$ cat src/rtl/avalon_pio_master_if.sv
// Bundles the local command/response handshake and the Avalon-MM bus signals
// of the PIO master so the design and its environment connect through one port.
interface avalon_pio_master_if #(
   parameter int ADDR_W = 2,
   parameter int DATA_W = 32
);
   logic              cmd_valid;
   logic              cmd_ready;
   logic              cmd_write;
   logic [ADDR_W-1:0] cmd_addr;
   logic [DATA_W-1:0] cmd_wdata;
   logic              rsp_valid;
   logic [DATA_W-1:0] rsp_rdata;
   logic              rsp_error;
   logic [ADDR_W-1:0] avm_address;
   logic              avm_read;
   logic              avm_write;
   logic [DATA_W-1:0] avm_writedata;
   logic [DATA_W-1:0] avm_readdata;
   logic              avm_waitrequest;
   logic              busy;

   modport master (
      input  cmd_valid, cmd_write, cmd_addr, cmd_wdata, avm_readdata, avm_waitrequest,
      output cmd_ready, rsp_valid, rsp_rdata, rsp_error,
             avm_address, avm_read, avm_write, avm_writedata, busy
   );

   modport slave (
      output cmd_valid, cmd_write, cmd_addr, cmd_wdata, avm_readdata, avm_waitrequest,
      input  cmd_ready, rsp_valid, rsp_rdata, rsp_error,
             avm_address, avm_read, avm_write, avm_writedata, busy
   );
endinterface

$ cat src/rtl/avalon_pio_master.sv
// Single-outstanding Avalon-MM master for the PIO slave: takes one local command,
// runs the bus cycle with waitrequest/timeout handling, returns a one-cycle response.
module avalon_pio_master #(
   parameter int ADDR_W       = 2,
   parameter int DATA_W       = 32,
   parameter int READ_LATENCY = 1,
   parameter int TIMEOUT      = 255
) (
   input logic                 clk,
   input logic                 reset_n,
   avalon_pio_master_if.master bus
);

   typedef enum logic [2:0] {
      S_IDLE,
      S_ISSUE_WR,
      S_ISSUE_RD,
      S_WAIT_RD,
      S_RESP
   } state_t;

   localparam logic [2:0] LAT_INIT   = (READ_LATENCY > 0) ? 3'(READ_LATENCY - 1) : 3'd0;
   localparam logic [7:0] STALL_LAST = 8'(TIMEOUT - 1);

   state_t            r_state;
   logic              r_cmd_ready;
   logic              r_busy;
   logic              r_rsp_valid;
   logic [DATA_W-1:0] r_rsp_rdata;
   logic              r_rsp_error;
   logic [ADDR_W-1:0] r_avm_address;
   logic              r_avm_read;
   logic              r_avm_write;
   logic [DATA_W-1:0] r_avm_writedata;
   logic [7:0]        r_stall;
   logic [2:0]        r_lat;

   assign bus.cmd_ready     = r_cmd_ready;
   assign bus.busy          = r_busy;
   assign bus.rsp_valid     = r_rsp_valid;
   assign bus.rsp_rdata     = r_rsp_rdata;
   assign bus.rsp_error     = r_rsp_error;
   assign bus.avm_address   = r_avm_address;
   assign bus.avm_read      = r_avm_read;
   assign bus.avm_write     = r_avm_write;
   assign bus.avm_writedata = r_avm_writedata;

   // A stall that reaches the limit only errors if waitrequest is still high on that edge
   always_ff @(posedge clk or negedge reset_n) begin
      if (!reset_n) begin
         r_state         <= S_IDLE;
         r_cmd_ready     <= 1'b0;
         r_busy          <= 1'b0;
         r_rsp_valid     <= 1'b0;
         r_rsp_rdata     <= '0;
         r_rsp_error     <= 1'b0;
         r_avm_address   <= '0;
         r_avm_read      <= 1'b0;
         r_avm_write     <= 1'b0;
         r_avm_writedata <= '0;
         r_stall         <= '0;
         r_lat           <= '0;
      end else begin
         case (r_state)
            S_IDLE: begin
               if (bus.cmd_valid && r_cmd_ready) begin
                  r_cmd_ready   <= 1'b0;
                  r_busy        <= 1'b1;
                  r_stall       <= '0;
                  r_avm_address <= bus.cmd_addr;
                  if (bus.cmd_write) begin
                     r_avm_write     <= 1'b1;
                     r_avm_writedata <= bus.cmd_wdata;
                     r_state         <= S_ISSUE_WR;
                  end else begin
                     r_avm_read      <= 1'b1;
                     r_avm_writedata <= '0;
                     r_state         <= S_ISSUE_RD;
                  end
               end else begin
                  r_cmd_ready <= 1'b1;
               end
            end

            S_ISSUE_WR: begin
               if (!bus.avm_waitrequest) begin
                  r_avm_write <= 1'b0;
                  r_rsp_rdata <= '0;
                  r_rsp_error <= 1'b0;
                  r_rsp_valid <= 1'b1;
                  r_state     <= S_RESP;
               end else if (r_stall == STALL_LAST) begin
                  r_avm_write <= 1'b0;
                  r_rsp_rdata <= '0;
                  r_rsp_error <= 1'b1;
                  r_rsp_valid <= 1'b1;
                  r_state     <= S_RESP;
               end else begin
                  r_stall <= r_stall + 8'd1;
               end
            end

            S_ISSUE_RD: begin
               if (!bus.avm_waitrequest) begin
                  r_avm_read <= 1'b0;
                  if (READ_LATENCY == 0) begin
                     r_rsp_rdata <= bus.avm_readdata;
                     r_rsp_error <= 1'b0;
                     r_rsp_valid <= 1'b1;
                     r_state     <= S_RESP;
                  end else begin
                     r_lat   <= LAT_INIT;
                     r_state <= S_WAIT_RD;
                  end
               end else if (r_stall == STALL_LAST) begin
                  r_avm_read  <= 1'b0;
                  r_rsp_rdata <= '0;
                  r_rsp_error <= 1'b1;
                  r_rsp_valid <= 1'b1;
                  r_state     <= S_RESP;
               end else begin
                  r_stall <= r_stall + 8'd1;
               end
            end

            S_WAIT_RD: begin
               if (r_lat == 3'd0) begin
                  r_rsp_rdata <= bus.avm_readdata;
                  r_rsp_error <= 1'b0;
                  r_rsp_valid <= 1'b1;
                  r_state     <= S_RESP;
               end else begin
                  r_lat <= r_lat - 3'd1;
               end
            end

            S_RESP: begin
               r_rsp_valid <= 1'b0;
               r_busy      <= 1'b0;
               r_cmd_ready <= 1'b1;
               r_state     <= S_IDLE;
            end

            default: r_state <= S_IDLE;
         endcase
      end
   end

endmodule

$ cat src/flat_wrapper.sv
// flat-port wrapper written by rule: the top's interface ports become plain ports
module avalon_pio_master_flat 
#(
   parameter int ADDR_W       = 2,
   parameter int DATA_W       = 32,
   parameter int READ_LATENCY = 1,
   parameter int TIMEOUT      = 255
)
  (clk, reset_n, bus_cmd_valid, bus_cmd_write, bus_cmd_addr, bus_cmd_wdata, bus_avm_readdata, bus_avm_waitrequest, bus_cmd_ready, bus_rsp_valid, bus_rsp_rdata, bus_rsp_error, bus_avm_address, bus_avm_read, bus_avm_write, bus_avm_writedata, bus_busy);
  avalon_pio_master_if #(.ADDR_W(ADDR_W), .DATA_W(DATA_W)) bus_i ();
  input logic clk;
  input logic reset_n;
  input wire logic [$bits(bus_i.cmd_valid)-1:0] bus_cmd_valid;
  input wire logic [$bits(bus_i.cmd_write)-1:0] bus_cmd_write;
  input wire logic [$bits(bus_i.cmd_addr)-1:0] bus_cmd_addr;
  input wire logic [$bits(bus_i.cmd_wdata)-1:0] bus_cmd_wdata;
  input wire logic [$bits(bus_i.avm_readdata)-1:0] bus_avm_readdata;
  input wire logic [$bits(bus_i.avm_waitrequest)-1:0] bus_avm_waitrequest;
  output wire logic [$bits(bus_i.cmd_ready)-1:0] bus_cmd_ready;
  output wire logic [$bits(bus_i.rsp_valid)-1:0] bus_rsp_valid;
  output wire logic [$bits(bus_i.rsp_rdata)-1:0] bus_rsp_rdata;
  output wire logic [$bits(bus_i.rsp_error)-1:0] bus_rsp_error;
  output wire logic [$bits(bus_i.avm_address)-1:0] bus_avm_address;
  output wire logic [$bits(bus_i.avm_read)-1:0] bus_avm_read;
  output wire logic [$bits(bus_i.avm_write)-1:0] bus_avm_write;
  output wire logic [$bits(bus_i.avm_writedata)-1:0] bus_avm_writedata;
  output wire logic [$bits(bus_i.busy)-1:0] bus_busy;
  assign bus_i.cmd_valid = bus_cmd_valid;
  assign bus_i.cmd_write = bus_cmd_write;
  assign bus_i.cmd_addr = bus_cmd_addr;
  assign bus_i.cmd_wdata = bus_cmd_wdata;
  assign bus_i.avm_readdata = bus_avm_readdata;
  assign bus_i.avm_waitrequest = bus_avm_waitrequest;
  assign bus_cmd_ready = bus_i.cmd_ready;
  assign bus_rsp_valid = bus_i.rsp_valid;
  assign bus_rsp_rdata = bus_i.rsp_rdata;
  assign bus_rsp_error = bus_i.rsp_error;
  assign bus_avm_address = bus_i.avm_address;
  assign bus_avm_read = bus_i.avm_read;
  assign bus_avm_write = bus_i.avm_write;
  assign bus_avm_writedata = bus_i.avm_writedata;
  assign bus_busy = bus_i.busy;
  avalon_pio_master #(.ADDR_W(ADDR_W), .DATA_W(DATA_W), .READ_LATENCY(READ_LATENCY), .TIMEOUT(TIMEOUT)) u_core (.clk(clk), .reset_n(reset_n), .bus(bus_i));
endmodule
$ cat config.mk
export PLATFORM = sky130hd
export DESIGN_NAME = avalon_pio_master_flat
export DESIGN_NICKNAME = d
export VERILOG_FILES = /design/src/rtl/avalon_pio_master_if.sv /design/src/rtl/avalon_pio_master.sv /design/src/flat_wrapper.sv
export SDC_FILE = /design/constraint.sdc
export NUM_CORES = 1
export LEC_CHECK = 0
export ABC_AREA = 1
export CAP_MARGIN = 20
export CORE_MARGIN = 8
export CORE_UTILIZATION = 40
export CTS_CLUSTER_SIZE = 30
export DETAILED_ROUTE_END_ITERATION = 7
export PLACE_DENSITY_LB_ADDON = 0.15
export SLEW_MARGIN = 5
export SYNTH_ARGS = -nofsm -noshare
export SYNTH_HDL_FRONTEND = slang
export SYNTH_SLANG_ARGS = --single-unit
$ cat constraint.sdc
create_clock -name clk -period 1.6 [get_ports clk]
set_input_delay 0.32 -clock clk [delete_from_list [all_inputs] [get_ports clk]]
set_output_delay 0.32 -clock clk [all_outputs]
set_load 0.02 [all_outputs]
## Word-level counts from Yosys, hierarchy flattened

Index checks and enable logic that the tools add are counted.

- Add/subtract/negate cells: 2
- Eq/ne operators: 16
- Muxes and demuxes: 42
- Reduce and logical (&&, ||, !) cells: 20

Operator list:

| kind | count |
|---|---|
| $mux W32 | 5 |
| $pmux W32 S3 | 1 |
| $mux W8 | 3 |
| $mux W3 | 7 |
| $mux W1 | 16 |
| $pmux W8 S2 | 1 |
| $ne A2 B2 Y1 const B | 6 |
| $pmux W3 S4 | 1 |
| $reduce_and A4 Y1 | 3 |
| $reduce_bool A2 Y1 | 5 |
| $reduce_and A3 Y1 | 3 |
| $add A8 B1 Y8 const B | 1 |
| $eq A8 B8 Y1 const B | 1 |
| $pmux W1 S2 | 4 |
| $eq A3 B2 Y1 const B | 2 |
| $logic_not A3 Y1 | 2 |
| $ne A2 B1 Y1 const B | 3 |
| $ne A3 B2 Y1 const B | 2 |
| $pmux W3 S2 | 1 |
| $reduce_and A2 Y1 | 3 |
| $pmux W1 S4 | 1 |
| $reduce_bool A4 Y1 | 1 |
| $eq A3 B1 Y1 const B | 1 |
| $eq A3 B3 Y1 const B | 1 |
| other kinds (6) | 6 |

- Bits in registers: 86
- Output and inout port bits: 72
- Word-level logic and storage cells: 92

## Longest topological paths before layout

- Depth after elaboration: 4
- Depth in mapped cells: 11
- Gate-level depth less buffers: 11

## Worst setup path before layout

OpenSTA, ideal clock, no wires.

- Path type: reg2reg
- Start point: register u_core.r_lat[0]
- End point: register u_core.r_rsp_rdata[10] (netlist: u_core.bus.rsp_rdata[10])
- Data arrival time: 1.387 ns
- Required time: 1.483 ns
- Path slack: 0.096 ns
- Stages on the path, launching flop included: 11
- Period minus slack after synthesis: 1.504 ns
- Cells stage by stage: dfrtp_1 > inv_1 > ha_1 > nand2_1 > nand2_2 > nand2_1 > nor2_2 > o21ai_4 > buf_4 > nand2_1 > nand2_1

- Cells in the longest elaborated chain, start to end: 3

RTL lines:

| item | RTL line | RTL |
|---|---|---|
| start: declaration | avalon_pio_master.sv:36 | `logic [2:0] r_lat;` |
| start signal: assignment | avalon_pio_master.sv:133 | `r_lat <= r_lat - 3'd1;` |
| $logic_not A3 Y1 | avalon_pio_master.sv:127 | `if (r_lat == 3'd0) begin` |
| $ne A2 B1 Y1 (no source line) | -- |  |
| $reduce_and A3 Y1 (no source line) | -- |  |
| end signal: assignment | avalon_pio_master.sv:107 | `r_rsp_rdata <= bus.avm_readdata;` |
| end signal: assignment | avalon_pio_master.sv:128 | `r_rsp_rdata <= bus.avm_readdata;` |
| end: declaration | avalon_pio_master.sv:29 | `logic [DATA_W-1:0] r_rsp_rdata;` |

No other way between the ends.
A chain may end at the register's enable or synchronous reset.

## Worst setup path after layout

- Start point: register u_core.r_state[0]
- End point: register u_core.r_rsp_rdata[19] (netlist: u_core.bus.rsp_rdata[19])

- Cells in the longest elaborated chain, start to end: 3
- Elaborated cells on any way between the ends: 8
- Those cells by class: 5 x eq/ne; 1 x mux; 2 x reduce/logical

RTL lines:

| item | RTL line | RTL |
|---|---|---|
| start: declaration | avalon_pio_master.sv:25 | `state_t r_state;` |
| start signal: assignment | avalon_pio_master.sv:51 | `r_state <= S_IDLE;` |
| start signal: assignment | avalon_pio_master.sv:74 | `r_state <= S_ISSUE_WR;` |
| start signal: assignment | avalon_pio_master.sv:78 | `r_state <= S_ISSUE_RD;` |
| $eq A3 B2 Y1 or $eq A3 B1 Y1 (tied branches) | avalon_pio_master.sv:64 | `case (r_state)` |
| $ne A2 B1 Y1 (no source line), or another cell as far along | -- |  |
| $reduce_and A3 Y1 (no source line) | -- |  |

Several ways; a longest one is shown, not always the timed one.

==> flow_summary.toml <==
[detailed_routing]
wirelength_mm = 11.0
drt-initial-drc-count = 181
route.detailed.drc = 0
dr.pass1.iters = 5
postRouteAntennaNets = 0
route.detailed.wl_per_inst_um = 14.9
dr_total_vias = 3466
via_per_inst = 4.67

[yosys]
ys.flop_type = "dfrtp_1"
ys_seq_elements = 86
postSynthCellCount = 461
synth-compound-area-share_pct = 2.95
syn_area_sq_um = 3770
muxShareOfSynthArea_pct = 0
syn_area_per_cell_sq_um = 8.19
yosys_warnings = 0
syn_nets = 536
synth_seq_area_share_pct = 57.0
synth_fa_ha_area_share_pct = 1.33
async_flop_share_pct = 100
synth-edff-count = 0
synth_cell_types = 27
yosys.area_share.simple_pct = 33.3
synth_top_family_by_area = "simple AND/OR/NAND/NOR gates"
synth_xor_area_share_pct = 0.464

[global_route]
track_usage_pct = 17.1
grt_pass1_vias = 3671
antenna_found_initial = 0
grt_max_degree = 35
grt_pass1_wl_mm = 17.8
grt_overflow = 0

[pwr]
pwr-share-seq_pct = 35.1
p_per_area_nw_per_um2 = 1810
p_total_w = 0.0103
p_clk_share_pct = 13.5
p_int_w = 0.00568
ir_drop_v = 0.000725
combinationalPowerShare_pct = 51.4
switchingPower_w = 0.00457
switching_share_pct = 44.6
p_leak_nw = 3.16

[placement]
dpl.cell_count = 723
place_ws_ns = -0.247
dp_hpwl_mm = 8.12
detailed_place.area_sq_um = 5510
place_congestion = 0.878
io_buffer_count = 142

[sta]
min_period_ns = 1.54
hold_viol = 0
relSlewSlack_pct = 71.5
grt_setup_unrepaired = "true"
drv_slew = 0
skew_ns = 0.0117
clock.fmax_mhz = 649
final.period_utilization_pct = 96.3
setup_viol = 0
worst_slack_ns = 0.0593
worst_slew_pin_slew_ns = 0.427

[layout]
synthToLayoutAreaGrowth_pct = 50.3
stdcell_count = 742
nNetsFinal = 701
antenna_cells = 0
design_area_sq_um = 5670
drive_above_1_share_pct = 10.5

[clock_tree]
clockBufferDepth = 2
path_clk_slew_ns = 0.09
clock_latency_ns = 0.35
cts_tree = "done"
h-tree-depth = 3
clkSinkCount = 86
cts_made_buffers = 9
root_buffer = "clkbuf_8"

[die]
die_width_um = 113
initial_utilization_pct = 41.0
core_area_sq_um = 9200
num_rows = 35
ios = 143
die_height_um = 113
dieArea_sq_um = 12800

[min_path]
hold_path_class = "input port to async pin"

[setup_path]
path_max_fanout = 16
critPathKind = "flip-flop to flip-flop"
crit_path_end_kind = "flip-flop"
cp.required_ns = 1.84
cp.arrival_ns = 1.78
worst_setup_path_start_kind = "flip-flop"

[flow_run]
drv_cap = 0

[outcome]
status = "finished, final reports clean"
## final cells by class
class,instances,area [sq um]
tap,111,139
clock buffer,10,128
multi-input combinational,332,1470
fill,853,3520
sequential,86,2150
timing repair buffer,172,1640
clock inverter,6,46.3
inverter,25,93.8
## worst paths after layout
path / cells after the start / slack [ns] / startpoint / endpoint
max: 9 / 0.06 / u_core.r_state[0] / u_core.bus.rsp_rdata[19]
min: 2 / 0.47 / reset_n / u_core.bus.rsp_rdata[23]
max reg2reg: 9 / 0.06 / u_core.r_state[0] / u_core.bus.rsp_rdata[19]
min reg2reg: 2 / 0.47 / u_core.bus.rsp_rdata[26] / u_core.bus.rsp_rdata[26]
max in group asynchronous: 3 / 0.56 / reset_n / u_core.r_stall[7]
min in group clk: 2 / 0.47 / u_core.bus.rsp_rdata[26] / u_core.bus.rsp_rdata[26]
## state kept, by name (all words and copies together), names as in the netlist
| register | flops |
|---|---|
| u_core.bus.avm_address | 2 |
| u_core.bus.avm_read | 1 |
| u_core.bus.avm_write | 1 |
| u_core.bus.avm_writedata | 32 |
| u_core.bus.busy | 1 |
| u_core.bus.cmd_ready | 1 |
| u_core.bus.rsp_error | 1 |
| u_core.bus.rsp_rdata | 32 |
| u_core.bus.rsp_valid | 1 |
| u_core.r_lat | 3 |
| u_core.r_stall | 8 |
| u_core.r_state | 3 |
## power groups by stage
stage	sequential (W)	combinational (W)	clock, W
2_1_floorplan	0.00465	0.00189	0
3_3_place_gp	0.00364	0.00569	0
3_5_place_dp	0.00365	0.00578	0
4_1_cts	0.00360	0.00518	0.00144
5_1_grt	0.00372	0.00581	0.00153
6_report	0.00360	0.00527	0.00139
## Yosys cell counts (2+ instances only)
| cell | number | area [sq um] |
|---|---|---|
| a21oi_1 | 3 | 15.0 |
| buf_2 | 4 | 20.0 |
| buf_4 | 5 | 37.5 |
| clkbuf_1 | 9 | 33.8 |
| dfrtp_1 | 86 | 2150 |
| ha_1 | 4 | 50.1 |
| inv_1 | 22 | 82.6 |
| inv_2 | 2 | 7.51 |
| nand2_1 | 235 | 882 |
| nand2_2 | 2 | 12.5 |
| nand3_1 | 43 | 215 |
| nand4_1 | 4 | 25.0 |
| nor2_1 | 19 | 71.3 |
| nor2_4 | 2 | 22.5 |
| o21ai_0 | 8 | 40.0 |
| xor2_1 | 2 | 17.5 |
## critical path, stage by stage, from the launching register on
cell	delay, ns
dfrtp_2	0.46
nand2_1	0.19
nor2_4	0.07
nand2_2	0.08
nand2_2	0.09
nor2_4	0.14
o21ai_4	0.10
clkbuf_16	0.19
nand2_1	0.06
nand2_1	0.05
## timing repair
item / CTS / global route
pin swaps: 0 / 2
endpoints found under the hold margin: 29 / 0
setup buffers: 0 / 1
gates resized for setup: 72 / 13
gates cloned: 0 / 1
hold buffers: 1 / 0
setup endpoints to repair: 72 / 76
## logic make-up after synthesis
family,count (synthesis)
flip-flops,86
AO/OA/AOI/OAI,17
AND/OR/NAND/NOR,309
XOR/XNOR,2
adder cells (fa/ha/maj),4
buffers and inverters,43
## cells in the final DEF, fill, tap and decap left out, types with 2 or more instances in the layout
master           count
a21oi_1              3
buf_12               5
buf_4               24
clkbuf_8             9
clkdlybuf4s50_1     69
clkinvlp_4           4
dfrtp_1             84
dfrtp_2              2
dlygate4sd2_1       72
ha_1                 4
inv_1               19
inv_2                5
nand2_1            233
nand2_2              4
nand3_1             43
nand4_1              4
nor2_1              17
nor2_4               4
o21ai_0              7
o21ai_4              2
xor2_1               2
## stage by stage
stage / util (%) / hold WS, ns / setup TNS [ns]
final: 61.7 / 0.471 / 0
after global routing: 61.7 / 0.493 / -0.162
after CTS: 61.0 / 0.477 / 0
after detailed placement: 60.0 / 0.290 / -13.69
after global placement: 60.0 / 0.284 / -11.70
after floorplan: - / 0.0244 / 0
## routing by layer
layer | vias to the layer above | global-route usage [%] | wire length, um
li1 | 1759 | - | -
met4 | 0 | 4.71 | 106
met3 | 6 | 6.87 | 888
met1 | 1598 | 20.2 | 4810
met5 | - | 0 | 0
met2 | 103 | 28.2 | 5220
Power figures use the tool's default switching activity.
